### config.mk
export PLATFORM = sky130hd
export DESIGN_NAME = dmem_arbiter
export DESIGN_NICKNAME = d
export VERILOG_FILES = /design/src/rtl/dmem_arbiter.sv
export SDC_FILE = /design/constraint.sdc
export NUM_CORES = 1
export LEC_CHECK = 0
export BUFFER_PORTS_ARGS = -buffer_cell sky130_fd_sc_hd__buf_4
export CORE_AREA = 5 5 110 112
export DETAILED_ROUTE_END_ITERATION = 10
export DIE_AREA = 0 0 115 117
export GPL_ROUTABILITY_DRIVEN = 0
export PLACE_DENSITY = 0.52
export SLEW_MARGIN = 25
export SYNTH_ARGS = -nofsm -noshare
export SYNTH_HDL_FRONTEND = slang
export SYNTH_SLANG_ARGS = --single-unit
### constraint.sdc
create_clock -name clk -period 4.4 [get_ports clk]
set_clock_uncertainty 0.2 [all_clocks]
set_input_delay 0.88 -clock clk [delete_from_list [all_inputs] [get_ports clk]]
set_output_delay 0.88 -clock clk [all_outputs]
set_load 0.05 [all_outputs]
### src/rtl/dmem_arbiter.sv
// Two-requester arbiter/sequencer for the single-port data memory.
// Core has priority; aux wins one cycle after STARVE_MAX denials.
module dmem_arbiter #(
    parameter int ADDR_W     = 14,
    parameter int STARVE_MAX = 4
) (
    input  logic              clk,
    input  logic              reset,
    input  logic              core_req,
    input  logic [3:0]        core_we,
    input  logic [31:0]       core_addr,
    input  logic [31:0]       core_wdata,
    output logic              core_gnt,
    output logic              core_stall,
    output logic              core_rvalid,
    output logic [31:0]       core_rdata,
    input  logic              aux_req,
    input  logic [3:0]        aux_we,
    input  logic [31:0]       aux_addr,
    input  logic [31:0]       aux_wdata,
    output logic              aux_gnt,
    output logic              aux_rvalid,
    output logic [31:0]       aux_rdata,
    output logic              dmem_en,
    output logic [3:0]        dmem_we,
    output logic [ADDR_W-1:0] dmem_addr,
    output logic [31:0]       dmem_din,
    input  logic [31:0]       dmem_dout
);

    localparam logic [3:0] STARVE_LIM = 4'(STARVE_MAX);

    logic [3:0]  starve_cnt;
    logic        aux_prio;
    logic        any_gnt;
    logic        sel_oor;
    logic [3:0]  sel_we;
    logic [31:0] sel_addr;
    logic [31:0] sel_wdata;
    logic        core_oor;
    logic        aux_oor;
    logic        unused_addr_lsb;

    // {pend_core, pend_aux, pend_oor}
    logic [2:0] pend_q;
    logic [2:0] pend_d;

    assign unused_addr_lsb = ^{core_addr[1:0], aux_addr[1:0]};

    assign core_oor = |core_addr[31:ADDR_W+2];
    assign aux_oor  = |aux_addr[31:ADDR_W+2];

    // Grants are gated by reset so nothing reaches DMEM while held in reset.
    always_comb begin
        aux_prio   = (starve_cnt == STARVE_LIM);
        core_gnt   = reset & core_req & ~(aux_req & aux_prio);
        aux_gnt    = reset & aux_req & (~core_req | aux_prio);
        any_gnt    = core_gnt | aux_gnt;
        core_stall = reset & core_req & ~core_gnt;
    end

    always_comb begin
        sel_we    = aux_gnt ? aux_we    : core_we;
        sel_addr  = aux_gnt ? aux_addr  : core_addr;
        sel_wdata = aux_gnt ? aux_wdata : core_wdata;
        sel_oor   = aux_gnt ? aux_oor   : core_oor;
        dmem_en   = any_gnt & ~sel_oor;
        dmem_we   = dmem_en ? sel_we : 4'd0;
        dmem_addr = any_gnt ? sel_addr[ADDR_W+1:2] : '0;
        dmem_din  = any_gnt ? sel_wdata : 32'd0;
    end

    always_ff @(posedge clk or negedge reset) begin
        if (!reset) begin
            starve_cnt <= 4'd0;
        end else if (aux_gnt || !aux_req) begin
            starve_cnt <= 4'd0;
        end else if (starve_cnt != STARVE_LIM) begin
            starve_cnt <= starve_cnt + 4'd1;
        end
    end

    always_ff @(posedge clk or negedge reset) begin
        if (!reset) begin
            pend_q <= 3'b000;
        end else begin
            pend_q <= pend_d;
        end
    end

    always_comb begin
        pend_d    = 3'b000;
        pend_d[2] = core_gnt & (core_we == 4'd0);
        pend_d[1] = aux_gnt & (aux_we == 4'd0);
        pend_d[0] = (pend_d[2] | pend_d[1]) & sel_oor;
    end

    always_comb begin
        core_rvalid = pend_q[2];
        aux_rvalid  = pend_q[1];
        core_rdata  = 32'd0;
        aux_rdata   = 32'd0;
        if (pend_q[2] && !pend_q[0]) begin
            core_rdata = dmem_dout;
        end
        if (pend_q[1] && !pend_q[0]) begin
            aux_rdata = dmem_dout;
        end
    end

endmodule

==> results of run 1 <==
==> cell type report <==
class	instances	share of cell area
multi-input combinational	253	0.3330
tap	143	0.04514
inverter	3	0.002841
sequential	7	0.04419
clock buffer	4	0.01989
timing repair buffer	293	0.5549
==> report_power, final <==
group          internal [uW]  switching, uW  leakage (uW)  total (uW)
Clock                    121           35.0     0.0000382         156
Combinational            155            192       0.00205         346
Sequential              67.3           2.65     0.0000955        70.0
==> path summary, 6_finish.rpt <==
kind | cells after the start | startpoint | to
min in group clk | 2 | starve_cnt[1]$_DFFE_PN0P_ | starve_cnt[1]$_DFFE_PN0P_
setup reg to reg | 7 | starve_cnt[0]$_DFFE_PN0P_ | starve_cnt[3]$_DFFE_PN0P_
hold / removal | 1 | reset | starve_cnt[2]$_DFFE_PN0P_
max in group asynchronous | 1 | reset | pend_q[0]$_DFF_PN0_
setup / recovery | 6 | core_addr[18] | dmem_we[2]
hold reg to reg | 2 | starve_cnt[1]$_DFFE_PN0P_ | starve_cnt[1]$_DFFE_PN0P_
==> flip-flops by register name, summed over array words and instances (netlist names) <==
name / count
pend_q: 3
starve_cnt: 4
==> cells in the final DEF (no fill, tap or decap), drive strengths merged, types with 2 or more instances in the layout <==
master,synthesis,final
a21oi,46,46
dfrtp,7,7
nand4,2,2
buf,9,293
a22o,4,4
or4,2,2
nor3b,2,2
and2,65,65
nand3,2,2
nor2b,3,3
nand2,97,97
nor4,8,8
inv,3,3
o21ai,6,6
nor2,6,6
clkbuf,13,4
ha,2,2
==> kinds of logic (layout without fill, tap and decap cells) <==
logic type                 count (synthesis)  after routing  share of synthesized area
adders and majority gates                  2              2                    0.01545
AOI/OAI and AO/OA                         59             59                     0.1994
DFF                                        7              7                     0.1082
buffers and inverters                     25            300                    0.08423
and+or+nand+nor                          191            191                     0.5873
xor gates and xnor gates                   1              1                   0.005411
==> per-layer routing <==
metal | track usage | up-vias | part of all wire
met1 | 0.1352 | 1276 | 0.33
met5 | 0 | - | 0
met2 | 0.2623 | 173 | 0.53
met3 | 0.04370 | 4 | 0.13
li1 | - | 1476 | -
met4 | 0.02113 | 0 | 0.0048
==> metrics by stage <==
stage,area (sq um),instances,utilization
5_1_grt,3964,703,0.3563
3_5_place_dp,3885,699,0.3492
4_1_cts,3964,703,0.3563
2_1_floorplan,1619,285,-
6_report,3964,703,0.3563
3_3_place_gp,3885,699,0.3492
==> results.ini, run 1 <==
[place]
post-place-ws_ps = 688.8
dp.final_hpwl_mm = 8.983
port_buffers = 287

[yosys]
yosysMostFrequentCell = nand2_1
synth.top_cell.area_share = 0.2512
synth.yosys.seq_area_share = 0.1082
synth_top_cells_by_area = and2_1 (25%), nand2_1 (22%), a21oi_1 (14%)
synthesis.nets = 459
syn_avg_cell_area_sq_um = 5.681
syn-instance-count = 285
synth_largest_area_cell = and2_1
yosys_most_used_dff = dfrtp_1
ys_seq_elements = 7
post_synth_instance_area_sq_mm = 0.001619
synth_edf_count = 0
synth_cell_type_count = 30
ys_async_sr_fraction = 1.000
synthTopCellsByCount = nand2_1 (97), and2_1 (65), a21oi_1 (46)
yosysWarnings = 0

[cells_and_area]
nNetsFinal = 735
drive_gt1_frac = 0.5411
n_antenna_cell = 0
sequential_cell_area_sq_um = 175.2
area_growth_pct = 144.8
fillCellCount = 1188
multi_input_area_sq_mm = 0.001320

[sta]
maxSlewViolCount = 0
post-route-worst-setup-slack_ps = 769.9
timing_hold_violations_final = 0
maxSlewHeadroom = 0.6077
worst_pin_slew_ps = 587.2
timing.hold.ws_ps = 285.2
setup_tns_ps = 0
final.period_utilization = 0.8250
period_minus_slack_ps = 3630
setup_viol = 0
grt_setup_unrepaired = false
achievable-frequency_mhz = 275.5

[floorplanning]
initial_core_utilization = 0.1455
coreArea_sq_mm = 0.01113
die_area_sq_mm = 0.01346
die_y_um = 117
width_of_the_chip_um = 115
design.portCount = 292
rows = 39

[critical_path]
cpMaxStageDelayCell = nor3b_1
endpoint_class_of_the_critical_path = output port
worstSetupStartpointType = primary input
worst_ep_required_time_ps = 3320
critical-path-top-delay-family = simple AND/OR/NAND/NOR gates
critical-path-top-cell-by-count = buf_4
worst-path-max-fanout = 4
critPathKind = primary input to output port
cp_cell_sequence = buf_4 > nor4_1 > nand4_1 > nor3b_1 > a22o_2 > buf_4
r2r_slack_ps = 2340
worst_ep_arrival_time_ps = 2550
buffer_and_inverter_count_on_the_worst_path = 2
timing.critical_path.slowest_cell_delay_ps = 550

[global_routing]
first_pass_grt_wire_length_mm = 14.43
antenna_found_initial = 0
maximum_number_of_pins_on_one_net_before_global_route_repair = 51
grt.overflow.total = 0
first_global_vias = 2850
grt.total_usage = 0.1319

[clock_tree]
numCtsBuffers = 3
holdBufCountCts = 0
cts_max_path_buffers = 2
clkTransAtPathRegs_ps = 40
tritoncts = done
numClockSinks = 7
ctsRootBufferMaster = clkbuf_16
number_of_buffers_inserted_by_post_cts_setup_repair = 0
cts_resized = 0
cts_max_level = 1
worst_skew_pair_later_pin_latency_ps = 230

[route]
wl_per_cell_um = 14.72
vias_per_cell = 4.166
postRouteAntennaNets = 0
detailedRoute.firstIterationViolations = 109
route.detailed.drc = 0
drt_pre_antenna_iters = 4
vias = 2929
drt_wl_total_mm = 10.35

[power]
total_design_power_uw = 572.0
ir_worst_vdd_mv = 0.09977
p_leak_uw = 0.002183
power_density_mw_per_mm2 = 144.3

[job]
drv.max_cap_violation_count = 0

[run_status]
status = completed

[hold_path]
hold_path.class = primary input to asynchronous set/reset pin

No activity file was read; power rests on OpenSTA's default activity.
==> inputs of run 2 (changes only) <==
--- a/config.mk
+++ b/config.mk
@@ -6,11 +6,11 @@
 export NUM_CORES = 1
 export LEC_CHECK = 0
 export BUFFER_PORTS_ARGS = -buffer_cell sky130_fd_sc_hd__buf_4
-export CORE_AREA = 5 5 110 112
+export CORE_AREA = 5 5 112 114
 export DETAILED_ROUTE_END_ITERATION = 10
-export DIE_AREA = 0 0 115 117
+export DIE_AREA = 0 0 117 119
 export GPL_ROUTABILITY_DRIVEN = 0
-export PLACE_DENSITY = 0.52
+export PLACE_DENSITY = 0.53
 export SLEW_MARGIN = 25
 export SYNTH_ARGS = -nofsm -noshare
 export SYNTH_HDL_FRONTEND = slang
==> constraint.sdc (replaced) <==
create_clock -name clk -period 2.99 [get_ports clk]
set_clock_uncertainty 0.2 [all_clocks]
set_input_delay 0.598 -clock clk [delete_from_list [all_inputs] [get_ports clk]]
set_output_delay 0.598 -clock clk [all_outputs]
set_load 0.05 [all_outputs]
==> run 2 against run 1 <==
Wire length fell by 3.6%. Clock power rose by 45%. Global-route usage fell by 0.41 points. Critical path depth rose by 2. Worst setup slack got worse by 640 ps. Clock-buffer cell count did not move. Critical path type is now flop to output port. Non-clock buffer count rose by 5. First-iteration DRC count fell by 17%. Critical endpoint unchanged. Final cell count rose by 0.71%. Sequential cell count did not move. Highest routed layer unchanged.
==> results.ini, run 2 (synthesis results as in run 1) <==
[global_routing]
met1_usage = 0.1282  ; -0.007020
grt.met2_usage = 0.2557  ; -0.006656
grt.busiest_layer = met2
antenna_found_initial = 0  ; unchanged
grt.overflow.total = 0  ; unchanged
first_pass_grt_wire_length_mm = 14.57  ; +0.96%
global_route.usage.met3 = 0.03195  ; -0.01175
grt.total_usage = 0.1278  ; -0.004097
maximum_number_of_pins_on_one_net_before_global_route_repair = 33  ; -35%
first_global_vias = 2985  ; +4.7%

[cells_and_area]
fillCellCount = 1206  ; +1.5%
drive_gt1_frac = 0.5611  ; +0.01999
layout.cells.most_common = buf_4
biggestRegsByFlops = starve_cnt: 4 flops, pend_q: 3 flops
final_design_area_no_fill_sq_mm = 0.004081  ; +3.0%
layout_common_cells = buf_4 (295), nand2_1 (97), and2_1 (65)
final_cell_utilization_of_the_core = 0.3605  ; +0.004247
area_growth_pct = 152.1
nNetsFinal = 740  ; +0.68%
n_antenna_cell = 0  ; unchanged
largest_register = starve_cnt
largest_register_ffs = 4  ; unchanged

[power]
power_density_mw_per_mm2 = 209.6  ; +45%
p_leak_uw = 0.002218  ; +1.6%
power.switching_fraction = 0.3985  ; -0.002696
power.net_switching_uw = 340.8  ; +49%
total_design_power_uw = 855.4  ; +50%
ir_worst_vdd_mv = 0.1210  ; +21%
clock_power_share = 0.264  ; -0.008
share_seq_of_total_power = 0.121  ; about the same
combPwrFrac = 0.615  ; +0.009
internal_power_uw = 514.5  ; +50%

[place]
port_buffers = 287  ; unchanged
placedInstanceArea_sq_mm = 0.003993  ; +2.8%
dp.final_hpwl_mm = 8.752  ; -2.6%

[sta]
setup_viol = 0  ; unchanged
worst_pin_slew_ps = 587.9  ; +0.7078 ps
period_minus_slack_ps = 2864
grt_setup_unrepaired = false
final.period_utilization = 0.9580
setup_tns_ps = 0  ; unchanged
timing_hold_violations_final = 0  ; unchanged
maxSlewHeadroom = 0.6066  ; -0.001110
achievable-frequency_mhz = 349.1
maxSlewViolCount = 0  ; unchanged
timing.hold.ws_ps = 92.99  ; -192.2 ps

[clock_tree]
cts_max_level = 1  ; unchanged
ctsRootBufferMaster = clkbuf_16
numClockSinks = 7  ; unchanged
holdBufCountCts = 0  ; unchanged
numCtsBuffers = 3  ; unchanged
cts_max_path_buffers = 2  ; unchanged
worst_skew_pair_later_pin_latency_ps = 230  ; about the same
clkTransAtPathRegs_ps = 40  ; about the same
tritoncts = done

[route]
wl_per_cell_um = 14.09  ; -4.3%
postRouteAntennaNets = 0  ; unchanged
drt_wl_total_mm = 9.976  ; -3.6%
vias_per_cell = 4.201  ; +0.82%
vias = 2974  ; +1.5%
route.detailed.drc = 0  ; unchanged
drt_pre_antenna_iters = 4  ; unchanged
detailedRoute.firstIterationViolations = 91  ; -17%

[floorplanning]
die_area_sq_mm = 0.01392  ; +3.5%
rows = 39  ; unchanged
width_of_the_chip_um = 117  ; +1.7%
initial_core_utilization = 0.1430  ; -0.002509
design.portCount = 292  ; unchanged
coreArea_sq_mm = 0.01132  ; +1.8%
die_y_um = 119  ; +1.7%

[run_status]
status = completed

[critical_path]
reg2reg_to = pend_q[0]$_DFF_PN0_
worst_ep_required_time_ps = 2190  ; -1130 ps
worstSetupStartpointType = flop
endpoint_class_of_the_critical_path = output port
reg2regPathDepth = 7  ; unchanged
worstReg2RegStart = starve_cnt[0]$_DFFE_PN0P_
worst_ep_arrival_time_ps = 2070  ; -480 ps
r2r_slack_ps = 1050  ; -1290 ps
worst-path-max-fanout = 25  ; +21
critPathKind = flop to output port

[hold_path]
hold_path.class = primary input to asynchronous set/reset pin

[job]
drv.max_cap_violation_count = 0  ; unchanged

run 2: metrics by stage:
step / setup WS, ps / instances
CTS: 40.86 / 708
detailed placement: 190.7 / 704
finish: 125.7 / 708
global placement: 191.0 / 704
global route: 0.1881 / 708
floorplan: 91.30 / 285
run 2: layout make-up:
type,count,area (sq um),share of cell area
timing repair buffer,298,2275,0.5573
multi-input combinational,253,1360,0.3332
tap,143,178.9,0.04384
sequential,7,175.2,0.04292
clock buffer,4,78.83,0.01931
inverter,3,13.76,0.003372
run 2: timing repair:
action | in CTS | in global routing
setup endpoints to repair | 0 | 10
gates resized for setup | 0 | 3
setup buffers | 0 | 0
run 2: worst max-delay path by stage:
| stage | from | to | slack (ps) |
|---|---|---|---|
| 3_5_place_dp | core_addr[25] | dmem_we[3] | 190 |
| 3_3_place_gp | core_addr[25] | dmem_we[0] | 190 |
| 2_1_floorplan | starve_cnt[0]$_DFFE_PN0P_ | dmem_din[10] | 90 |
| 6_report | starve_cnt[0]$_DFFE_PN0P_ | dmem_we[2] | 130 |
| 5_1_grt | starve_cnt[0]$_DFFE_PN0P_ | dmem_we[2] | 0.2 |
| 4_1_cts | starve_cnt[0]$_DFFE_PN0P_ | dmem_we[3] | 40 |
run 2: power groups by stage:
stage	registers [uW]	logic [uW]	clock network, uW
after CTS	103	531	229
after global placement	104	525	0
after detailed placement	104	529	0
final	103	526	226
after global routing	104	561	239
after floorplan	104	253	0
run 2: critical path, stage by stage, from the launching register on:
cell and delay [ps]:
dfrtp_1 390, inv_1 80, ha_1 230, nand3b_1 90
a21o_1 200, buf_4 310, nor2_4 90, a22o_2 260
buf_4 180
run 2: per-layer routing:
layer  wire (um)  part of all wire  vias up
li1            -                 -     1495
met1        3299              0.33     1295
met2        5336              0.53      176
met3        1202              0.12        8
met4         138             0.014        0
met5           0                 0        -
==> inputs of run 3 (changes only) <==
--- a/config.mk
+++ b/config.mk
@@ -6,11 +6,13 @@
 export NUM_CORES = 1
 export LEC_CHECK = 0
 export BUFFER_PORTS_ARGS = -buffer_cell sky130_fd_sc_hd__buf_4
-export CORE_AREA = 5 5 112 114
+export CELL_PAD_IN_SITES_DETAIL_PLACEMENT = 0
+export CELL_PAD_IN_SITES_GLOBAL_PLACEMENT = 1
+export CORE_MARGIN = 5
+export CORE_UTILIZATION = 14
 export DETAILED_ROUTE_END_ITERATION = 10
-export DIE_AREA = 0 0 117 119
 export GPL_ROUTABILITY_DRIVEN = 0
-export PLACE_DENSITY = 0.53
+export PLACE_DENSITY = 0.83
 export SLEW_MARGIN = 25
 export SYNTH_ARGS = -nofsm -noshare
 export SYNTH_HDL_FRONTEND = slang
==> constraint.sdc (replaced) <==
create_clock -name clk -period 3.2 [get_ports clk]
set_clock_uncertainty 0.2 [all_clocks]
set_input_delay 0.64 -clock clk [delete_from_list [all_inputs] [get_ports clk]]
set_output_delay 0.64 -clock clk [all_outputs]
set_load 0.05 [all_outputs]
==> run 3 against run 2 <==
Hold slack worse by 49 ps. Critical path depth up 1. Sequential share of layout area up 0.076 points. Critical path type unchanged. Largest power group unchanged.
==> results.ini, run 3 (synthesis results as in run 1) <==
[run_status]
status = completed

[job]
drv.max_cap_violation_count = 0  ; unchanged

[clock_tree]
cts_max_level = 1  ; unchanged
tritoncts = done
numCtsBuffers = 3  ; unchanged
worst_skew_pair_later_pin_latency_ps = 230  ; about the same
clkTransAtPathRegs_ps = 40  ; about the same
numClockSinks = 7  ; unchanged
cts_max_path_buffers = 2  ; unchanged
ctsRootBufferMaster = clkbuf_16
holdBufCountCts = 0  ; unchanged

[cells_and_area]
sequential_cell_area_sq_um = 175.2  ; unchanged
layout.cells.most_common = buf_4
largest_register = starve_cnt
fillCellCount = 1219  ; +1.1%
nNetsFinal = 736  ; -0.54%
area_growth_pct = 147.7
n_antenna_cell = 0  ; unchanged
largest_register_ffs = 4  ; unchanged
final_cell_utilization_of_the_core = 0.3527  ; -0.007820
multi_input_area_sq_mm = 0.001321  ; -2.9%
layout_common_cells = buf_4 (291), nand2_1 (97), and2_1 (65)
final_design_area_no_fill_sq_mm = 0.004010  ; -1.7%
biggestRegsByFlops = starve_cnt: 4 flops, pend_q: 3 flops
drive_gt1_frac = 0.5419  ; -0.01917

[sta]
period_minus_slack_ps = 3019
final.period_utilization = 0.9434
timing_hold_violations_final = 0  ; unchanged
grt_setup_unrepaired = false
worst_pin_slew_ps = 279.5  ; -308.4 ps
achievable-frequency_mhz = 331.3
timing.hold.ws_ps = 43.57  ; -49.43 ps
maxSlewHeadroom = 0.8130  ; +0.2064
maxSlewViolCount = 0  ; unchanged
setup_viol = 0  ; unchanged
setup_tns_ps = 0  ; unchanged

[route]
detailedRoute.firstIterationViolations = 107  ; +18%
wl_per_cell_um = 13.79  ; -2.2%
postRouteAntennaNets = 0  ; unchanged
wl_met3_mm = 1.054  ; -12%
vias = 2950  ; -0.81%
routed-wl-met2_mm = 5.279  ; -1.1%
vias_per_cell = 4.190  ; -0.24%
top_signal_layer_used = met4
drt_pre_antenna_iters = 4  ; unchanged
drt_wl_total_mm = 9.705  ; -2.7%
route.detailed.drc = 0  ; unchanged
wl_met1_mm = 3.358  ; +1.8%

[critical_path]
worst-path-max-fanout = 12  ; -52%
critical-path-top-cell-by-count = buf_4
cp_cell_sequence = inv_1 > ha_1 > nand3b_1 > a21o_1 > inv_2 > buf_4 > nand2_1 > a21oi_1 > buf_4
buffer_and_inverter_count_on_the_worst_path = 4  ; +1
cpMaxStageDelayCell = dfrtp_1
worst_ep_arrival_time_ps = 2180  ; +110 ps
worst_ep_required_time_ps = 2360  ; +170 ps
endpoint_class_of_the_critical_path = output port
critical-path-top-delay-family = buffers and inverters
critPathKind = flop to output port
worstSetupStartpointType = flop
timing.critical_path.slowest_cell_delay_ps = 420  ; +30 ps

[floorplanning]
design.portCount = 292  ; unchanged
coreArea_sq_mm = 0.01137  ; +0.43%
die_y_um = 117.5  ; -1.2%
die_area_sq_mm = 0.01382  ; -0.77%
width_of_the_chip_um = 117.5  ; +0.46%
rows = 39  ; unchanged
initial_core_utilization = 0.1424  ; -0.0006138

[power]
total_design_power_uw = 790.0  ; -7.6%
ir_worst_vdd_mv = 0.1258  ; +4.0%
p_leak_uw = 0.002203  ; -0.69%
power_density_mw_per_mm2 = 197.0  ; -6.0%

[place]
dp.final_hpwl_mm = 8.453  ; -3.4%
port_buffers = 287  ; unchanged
placedInstanceArea_sq_mm = 0.003929  ; -1.6%

[global_routing]
grt.overflow.total = 0  ; unchanged
grt.total_usage = 0.1256  ; -0.002243
first_global_vias = 2898  ; -2.9%
maximum_number_of_pins_on_one_net_before_global_route_repair = 51  ; +55%
antenna_found_initial = 0  ; unchanged
first_pass_grt_wire_length_mm = 14.84  ; +1.8%

[hold_path]
hold_path.class = primary input to asynchronous set/reset pin

-- run 3: report_power, final --
part           total, uW  switching, uW  internal [uW]
Clock                213           46.8            166
Sequential          96.9           4.31           92.5
Combinational        481            263            217
-- run 3: cell type report --
class	instances	share of cell area
Clock buffer	4	0.01966
Multi-Input combinational cell	253	0.3295
Tap cell	143	0.04462
Inverter	3	0.002808
Sequential cell	7	0.04368
Timing Repair Buffer	294	0.5597
-- run 3: metrics by stage --
step,setup slack [ps],cells
5_1_grt,73.89,704
6_report,181.2,704
3_5_place_dp,199.5,700
4_1_cts,113.3,704
2_1_floorplan,120.5,285
3_3_place_gp,210.8,700
-- run 3: path summary, 6_finish.rpt --
check / slack (ps) / cells past startpoint / endpoint / from
max: 180 / 9 / dmem_addr[2] / starve_cnt[0]$_DFFE_PN0P_
min: 40 / 1 / pend_q[2]$_DFF_PN0_ / reset
max reg2reg: 1360 / 7 / starve_cnt[3]$_DFFE_PN0P_ / starve_cnt[0]$_DFFE_PN0P_
min reg2reg: 370 / 2 / starve_cnt[1]$_DFFE_PN0P_ / starve_cnt[1]$_DFFE_PN0P_
max in group asynchronous: 2600 / 1 / starve_cnt[1]$_DFFE_PN0P_ / reset
min in group clk: 370 / 2 / starve_cnt[1]$_DFFE_PN0P_ / starve_cnt[1]$_DFFE_PN0P_
-- run 3: layer usage --
metal | track usage | vias up
met5 | 0 | -
met4 | 0.01004 | 0
met3 | 0.04325 | 2
met2 | 0.2546 | 164
met1 | 0.1261 | 1299
li1 | - | 1485
-- run 3: timing repair --
item | 4_1_cts | 5_1_grt
buffers inserted | 0 | 0
endpoints found under the hold margin | 0 | 0
endpoints found under the setup margin | 0 | 1
resized for setup | 0 | 1
